**config.mk**
```make
export PLATFORM = sky130hd
export DESIGN_NAME = dla_debug_network_head_flat
export DESIGN_NICKNAME = d
export VERILOG_FILES = /design/src/rtl/dla_debug_network_head_if.sv /design/src/rtl/dla_debug_network_head.sv /design/src/flat_wrapper.sv
export SDC_FILE = /design/constraint.sdc
export NUM_CORES = 1
export LEC_CHECK = 0
export BUFFER_PORTS_ARGS = -buffer_cell sky130_fd_sc_hd__clkbuf_2
export CORE_MARGIN = 2
export CORE_UTILIZATION = 55
export CTS_BUF_LIST = sky130_fd_sc_hd__clkbuf_8
export DETAILED_ROUTE_END_ITERATION = 12
export HOLD_SLACK_MARGIN = 0.12
export MAX_ROUTING_LAYER = met4
export PLACE_DENSITY = 0.95
export REMOVE_ABC_BUFFERS = 1
export SYNTH_ARGS = -nofsm -noshare
export SYNTH_HDL_FRONTEND = slang
export SYNTH_SLANG_ARGS = --single-unit
```
**constraint.sdc**
```tcl
create_clock -name clk -period 5.5 [get_ports clk]
set_input_delay 0.55 -clock clk [delete_from_list [all_inputs] [get_ports clk]]
set_output_delay 0.55 -clock clk [all_outputs]
set_load 0.05 [all_outputs]
```
**src/rtl/dla_debug_network_head_if.sv**
```systemverilog
// dla_debug_network_head_if: CSR request, ring in/out and status signals of the debug network head
interface dla_debug_network_head_if #(
  parameter int ADDR_WIDTH  = 32,
  parameter int DATA_WIDTH  = 32,
  parameter int STRAY_WIDTH = 8
);
  localparam int BUS_WIDTH = ADDR_WIDTH > DATA_WIDTH ? ADDR_WIDTH : DATA_WIDTH;
  logic                   i_req_valid;
  logic [ADDR_WIDTH-1:0]  i_req_addr;
  logic                   o_req_ready;
  logic                   o_down_forced_valid;
  logic [BUS_WIDTH-1:0]   o_down_shared_bus;
  logic                   o_down_is_addr;
  logic                   i_up_forced_valid;
  logic [BUS_WIDTH-1:0]   i_up_shared_bus;
  logic                   i_up_is_addr;
  logic                   o_status_busy;
  logic                   o_status_valid;
  logic                   o_status_timeout;
  logic [DATA_WIDTH-1:0]  o_resp_data;
  logic [STRAY_WIDTH-1:0] o_stray_count;
  modport slave (
    input  i_req_valid, i_req_addr, i_up_forced_valid, i_up_shared_bus, i_up_is_addr,
    output o_req_ready, o_down_forced_valid, o_down_shared_bus, o_down_is_addr,
           o_status_busy, o_status_valid, o_status_timeout, o_resp_data, o_stray_count
  );
  modport master (
    output i_req_valid, i_req_addr, i_up_forced_valid, i_up_shared_bus, i_up_is_addr,
    input  o_req_ready, o_down_forced_valid, o_down_shared_bus, o_down_is_addr,
           o_status_busy, o_status_valid, o_status_timeout, o_resp_data, o_stray_count
  );
endinterface

```
**src/rtl/dla_debug_network_head.sv**
```systemverilog
// dla_debug_network_head: injects one read address onto the debug ring and caches the returning data word
module dla_debug_network_head #(
  parameter int DATA_WIDTH     = 32,
  parameter int ADDR_WIDTH     = 32,
  parameter int TIMEOUT_CYCLES = 1024,
  parameter int STRAY_WIDTH    = 8
) (
  input logic clk,
  input logic i_aresetn,
  dla_debug_network_head_if.slave bus
);
  localparam int BUS_WIDTH = ADDR_WIDTH > DATA_WIDTH ? ADDR_WIDTH : DATA_WIDTH;
  localparam int TW = $clog2(TIMEOUT_CYCLES);
  typedef enum logic {IDLE, WAIT} state_t;
  state_t                 state_q;
  logic [TW-1:0]          timer_q;
  logic [ADDR_WIDTH-1:0]  addr_q;
  logic                   ready_q;
  logic                   down_valid_q;
  logic                   valid_q;
  logic                   timeout_q;
  logic [DATA_WIDTH-1:0]  resp_q;
  logic [STRAY_WIDTH-1:0] stray_q;
  logic                   hs;
  logic                   up_data;
  logic                   stray_inc;
  assign hs        = bus.i_req_valid & ready_q;
  assign up_data   = bus.i_up_forced_valid & ~bus.i_up_is_addr;
  // In WAIT only a non-matching address is unexpected; in IDLE every returning word is
  assign stray_inc = bus.i_up_forced_valid &
                     ((state_q == IDLE) | (bus.i_up_is_addr & (bus.i_up_shared_bus != BUS_WIDTH'(addr_q))));
  always_ff @(posedge clk or negedge i_aresetn) begin
    if (!i_aresetn) begin
      state_q      <= IDLE;
      timer_q      <= '0;
      addr_q       <= '0;
      ready_q      <= 1'b0;
      down_valid_q <= 1'b0;
      valid_q      <= 1'b0;
      timeout_q    <= 1'b0;
      resp_q       <= '0;
      stray_q      <= '0;
    end else begin
      down_valid_q <= hs;
      if (stray_inc && stray_q != '1) stray_q <= stray_q + 1'b1;
      if (hs) begin
        addr_q    <= bus.i_req_addr;
        state_q   <= WAIT;
        timer_q   <= '0;
        valid_q   <= 1'b0;
        timeout_q <= 1'b0;
        ready_q   <= 1'b0;
      end else if (state_q == WAIT) begin
        if (up_data) begin
          resp_q  <= bus.i_up_shared_bus[DATA_WIDTH-1:0];
          valid_q <= 1'b1;
          state_q <= IDLE;
          ready_q <= 1'b1;
        end else if (timer_q == TW'(TIMEOUT_CYCLES - 1)) begin
          timeout_q <= 1'b1;
          state_q   <= IDLE;
          ready_q   <= 1'b1;
        end else begin
          timer_q <= timer_q + 1'b1;
        end
      end else begin
        ready_q <= 1'b1;
      end
    end
  end
  assign bus.o_req_ready         = ready_q;
  assign bus.o_down_forced_valid = down_valid_q;
  assign bus.o_down_shared_bus   = down_valid_q ? BUS_WIDTH'(addr_q) : '0;
  assign bus.o_down_is_addr      = down_valid_q;
  assign bus.o_status_busy       = state_q == WAIT;
  assign bus.o_status_valid      = valid_q;
  assign bus.o_status_timeout    = timeout_q;
  assign bus.o_resp_data         = resp_q;
  assign bus.o_stray_count       = stray_q;
endmodule

```
**src/flat_wrapper.sv**
```systemverilog
// flat-port wrapper written by rule: the top's interface ports become plain ports
module dla_debug_network_head_flat 
#(
  parameter int DATA_WIDTH     = 32,
  parameter int ADDR_WIDTH     = 32,
  parameter int TIMEOUT_CYCLES = 1024,
  parameter int STRAY_WIDTH    = 8
)
  (clk, i_aresetn, bus_i_req_valid, bus_i_req_addr, bus_i_up_forced_valid, bus_i_up_shared_bus, bus_i_up_is_addr, bus_o_req_ready, bus_o_down_forced_valid, bus_o_down_shared_bus, bus_o_down_is_addr, bus_o_status_busy, bus_o_status_valid, bus_o_status_timeout, bus_o_resp_data, bus_o_stray_count);
  dla_debug_network_head_if #(.ADDR_WIDTH(ADDR_WIDTH), .DATA_WIDTH(DATA_WIDTH), .STRAY_WIDTH(STRAY_WIDTH)) bus_i ();
  input logic clk;
  input logic i_aresetn;
  input wire logic [$bits(bus_i.i_req_valid)-1:0] bus_i_req_valid;
  input wire logic [$bits(bus_i.i_req_addr)-1:0] bus_i_req_addr;
  input wire logic [$bits(bus_i.i_up_forced_valid)-1:0] bus_i_up_forced_valid;
  input wire logic [$bits(bus_i.i_up_shared_bus)-1:0] bus_i_up_shared_bus;
  input wire logic [$bits(bus_i.i_up_is_addr)-1:0] bus_i_up_is_addr;
  output wire logic [$bits(bus_i.o_req_ready)-1:0] bus_o_req_ready;
  output wire logic [$bits(bus_i.o_down_forced_valid)-1:0] bus_o_down_forced_valid;
  output wire logic [$bits(bus_i.o_down_shared_bus)-1:0] bus_o_down_shared_bus;
  output wire logic [$bits(bus_i.o_down_is_addr)-1:0] bus_o_down_is_addr;
  output wire logic [$bits(bus_i.o_status_busy)-1:0] bus_o_status_busy;
  output wire logic [$bits(bus_i.o_status_valid)-1:0] bus_o_status_valid;
  output wire logic [$bits(bus_i.o_status_timeout)-1:0] bus_o_status_timeout;
  output wire logic [$bits(bus_i.o_resp_data)-1:0] bus_o_resp_data;
  output wire logic [$bits(bus_i.o_stray_count)-1:0] bus_o_stray_count;
  assign bus_i.i_req_valid = bus_i_req_valid;
  assign bus_i.i_req_addr = bus_i_req_addr;
  assign bus_i.i_up_forced_valid = bus_i_up_forced_valid;
  assign bus_i.i_up_shared_bus = bus_i_up_shared_bus;
  assign bus_i.i_up_is_addr = bus_i_up_is_addr;
  assign bus_o_req_ready = bus_i.o_req_ready;
  assign bus_o_down_forced_valid = bus_i.o_down_forced_valid;
  assign bus_o_down_shared_bus = bus_i.o_down_shared_bus;
  assign bus_o_down_is_addr = bus_i.o_down_is_addr;
  assign bus_o_status_busy = bus_i.o_status_busy;
  assign bus_o_status_valid = bus_i.o_status_valid;
  assign bus_o_status_timeout = bus_i.o_status_timeout;
  assign bus_o_resp_data = bus_i.o_resp_data;
  assign bus_o_stray_count = bus_i.o_stray_count;
  dla_debug_network_head #(.DATA_WIDTH(DATA_WIDTH), .ADDR_WIDTH(ADDR_WIDTH), .TIMEOUT_CYCLES(TIMEOUT_CYCLES), .STRAY_WIDTH(STRAY_WIDTH)) u_core (.clk(clk), .i_aresetn(i_aresetn), .bus(bus_i));
endmodule
```
==> summary.md <==
| Metric | Value |
|---|---|
| Share of cells above drive strength 1 | `37.5%` |
| Synthesized area | `4030 um2` |
| HP Class | `input port to async pin` |
| Crit path cell chain | `nand2_1 -> inv_2 -> nor3b_4 -> buf_4 -> mux2_2` |
| Remaining DRCs | `0` |
| Area growth syn-to-layout | `25.9%` |
| Status | `completed` |
| Worst Setup Start Kind | `flop` |
| Setup violators final | `0` |
| Post-synth top area cell | `dfrtp_1` |
| Peak fanout along the critical path | `46` |
| Slowest cell on the critical path | `nor3b_4` |
| Sequential fraction of the synthesis area | `54.1%` |
| Die width | `89.6 um` |
| Global-route wire length before repair | `about 15 mm` |
| RSZ-0062 raised after global routing | `false` |
| Setup Fix Bufs, Post-CTS | `0` |
| Post-DR wirelength/cell | `14.7 um` |
| Inserted Clock Buffers | `9` |
| Routed vias | `3193` |
| I/O pin total | `147` |
| Slew HR | `28.2%` |
| Pin count of the biggest net entering global routing | `88` |
| Largest cells by area after synthesis | `dfrtp_1 54%, nand2_1 9.9%, mux2_2 8.9%, xor2_1 8.5%, and2_1 5.3%` |
| Nets | `599` |
| Global Route Usage Sum | `24.8%` |
| DP Wirelength | `6.81 mm` |
| Tmin final | `2460 ps` |
| Clk Latency, worst-skew pair | `350 ps` |
| Max Transition Viols Final | `0` |
| Clk pin slew, worst setup/hold paths | `about 80 ps` |
| Avg Vias per Cell | `5.05` |
| Post-Synthesis Cells | `383` |
| Clk_skew | `around 7.8 ps` |
| Max clock buf depth | `2` |
| Fmax | `0.406 GHz` |
| Yosys warnings | `0` |
| CP peak stage delay | `760 ps` |
| Die height | `89.6 um` |
| Register bit total from synthesis | `slightly below 90` |
| Port buffer count | `146` |
| Critical path class | `flop to flop` |
| Post-CTS Hold Fix Bufs | `0` |
| Post-synth top area share | `a little over half` |
| Lkg Pwr | `between 2 and 3 nW` |
| Setup_tns | `0 ps` |
| Std cell rows | `31` |
| Vias in the first global route | `3069` |
| H-tree levels | `3` |
| Power Density | `between 500 and 600 nW/um2` |
| Worst Path Required | `5730 ps` |
| Initial antenna violation count | `0` |
| Tcrit/Tclk final | `44.8%` |
| Ant. Diodes | `0` |
| Post-cts resize count | `0` |
| Drt first-iter violations | `116` |
| Clk sinks | `87` |
| TritonRoute pass-1 iters | `4` |
| Post-synth cell types | `36` |
| Gpl congestion | `0.841` |
| Max cap viols | `0` |
| Worst Tran Pin Value | `1080 ps` |
| Drt total wl | `9.28 mm` |
| Antenna violation net count after detailed routing | `0` |
| Grt total ovfl | `0` |
| Peak VDD IR | `0.000314 V` |
| Starting Density | `56.1%` |
| Critical path capture point type | `flop` |
| TritonCTS clock tree | `done` |
| Commonest non-fill, non-tap cell in the layout | `clkbuf_2` |
| Commonest cells after routing, fill and taps aside | `145 x clkbuf_2, 106 x nand2_1, 87 x dfrtp_1, 39 x xor2_1, 34 x and2_1` |
| Clk root buf | `clkbuf_8` |
| Syn_area_per_cell | `10.5 um2` |
| Die ar. | `8020 um2` |
| Core area | `7180 um2` |
| Arr. time, crit path | `2690 ps` |
| Final core occ | `70.6%` |
| Final hold viol count | `0` |
-- cell families after synthesis --
logic type	Yosys count	share of synthesized area (%)
multiplexers	35	9.88
buffers and inverters	16	1.68
adder cells (fa/ha/maj)	2	0.621
AO/OA/AOI/OAI	17	3.29
AND/OR/NAND/NOR	183	21.1
flip-flops	87	54.1
XOR/XNOR	43	9.35
-- metal layers --
layer	share of wire, %	vias to the layer above	wire length, um	global-route usage [%]
li1	-	1547	-	-
met1	43	1508	4000	31.9
met2	49	125	4590	39.8
met3	6.1	13	562	4.16
met4	1.4	0	131	8.96
met5	0	-	0	-
-- critical path: cells and delay by family (launching register included) --
family | cells | cell delay, ps
and+or+nand+nor | 2 | 860
buffers and inverters | 2 | 700
DFF | 1 | 400
muxes | 1 | 380
-- state kept, by name (all words and copies together) (netlist names) --
| signal | flops |
|---|---|
| u_core.bus.o_resp_data | 32 |
| u_core.bus.o_status_busy | 1 |
| u_core.bus.o_status_valid | 1 |
| u_core.bus.o_stray_count | 8 |
| u_core.bus.o_status_timeout | 1 |
| u_core.timer_q | 10 |
| u_core.bus.o_down_forced_valid | 1 |
| u_core.addr_q | 32 |
| u_core.bus.o_req_ready | 1 |
-- worst paths after layout --
kind                                                       start                                     end  slack (ps)  cells after the start
max in group asynchronous                              i_aresetn  u_core.bus.o_resp_data[30]$_DFFE_PN0P_        4410                      1
min                                                    i_aresetn           u_core.addr_q[17]$_DFFE_PN0P_         370                      1
min in group clk                              bus_i_req_addr[31]           u_core.addr_q[31]$_DFFE_PN0P_         390                      3
max reg2reg                   u_core.bus.o_req_ready$_DFFE_PN0P_  u_core.bus.o_resp_data[11]$_DFFE_PN0P_        3040                      5
max                           u_core.bus.o_req_ready$_DFFE_PN0P_  u_core.bus.o_resp_data[11]$_DFFE_PN0P_        3040                      5
min reg2reg                u_core.bus.o_status_valid$_DFFE_PN0P_   u_core.bus.o_status_valid$_DFFE_PN0P_         500                      1
-- layout make-up --
| type | count | area (um2) |
|---|---|---|
| Sequential cell | 87 | 2180 |
| Fill cell | 546 | 2110 |
| Multi-Input combinational cell | 280 | 1790 |
| Timing Repair Buffer | 148 | 748 |
| Clock buffer | 11 | 151 |
| Tap cell | 99 | 124 |
| Clock inverter | 5 | 72.6 |
| Inverter | 2 | 7.51 |
-- where the power goes --
| group | internal (mW) | leakage, nW | switching, mW |
|---|---|---|---|
| Sequential | 0.883 | 1.06 | 0.214 |
| Combinational | 0.390 | 1.49 | 1.01 |
| Clock | 0.277 | 0.122 | 0.211 |
| Total | 1.55 | 2.67 | 1.43 |
-- per-stage QoR --
| step | instances | power (mW) | hold slack [ps] | setup WS (ps) | instance area, um2 |
|---|---|---|---|---|---|
| CTS | 632 | 3.00 | 376 | 3010 | 5070 |
| floorplan | 369 | 2.13 | 254 | 1850 | 3970 |
| global placement | 616 | 2.46 | 462 | 2840 | 4840 |
| finish | 632 | 2.98 | 368 | 3040 | 5070 |
| detailed placement | 616 | 2.51 | 470 | 2780 | 4840 |
| global route | 632 | 3.15 | 390 | 2880 | 5070 |
-- Yosys cell counts (all sizes together) --
cell,n
a211oi,1
buf,8
and3,2
o211ai,2
mux2,35
nor4,8
nand4,7
dfrtp,87
xnor2,4
o211a,1
nand3,4
clkbuf,6
inv,2
a31oi,1
and4,1
nor3,3
a21o,1
a2bb2oi,2
nand2,106
or3,1
xor2,39
nor2,12
a21oi,4
ha,2
and2,34
o21ai,1
nor3b,1
a21boi,4
nand2b,4
(Power assumes the default switching activity.)
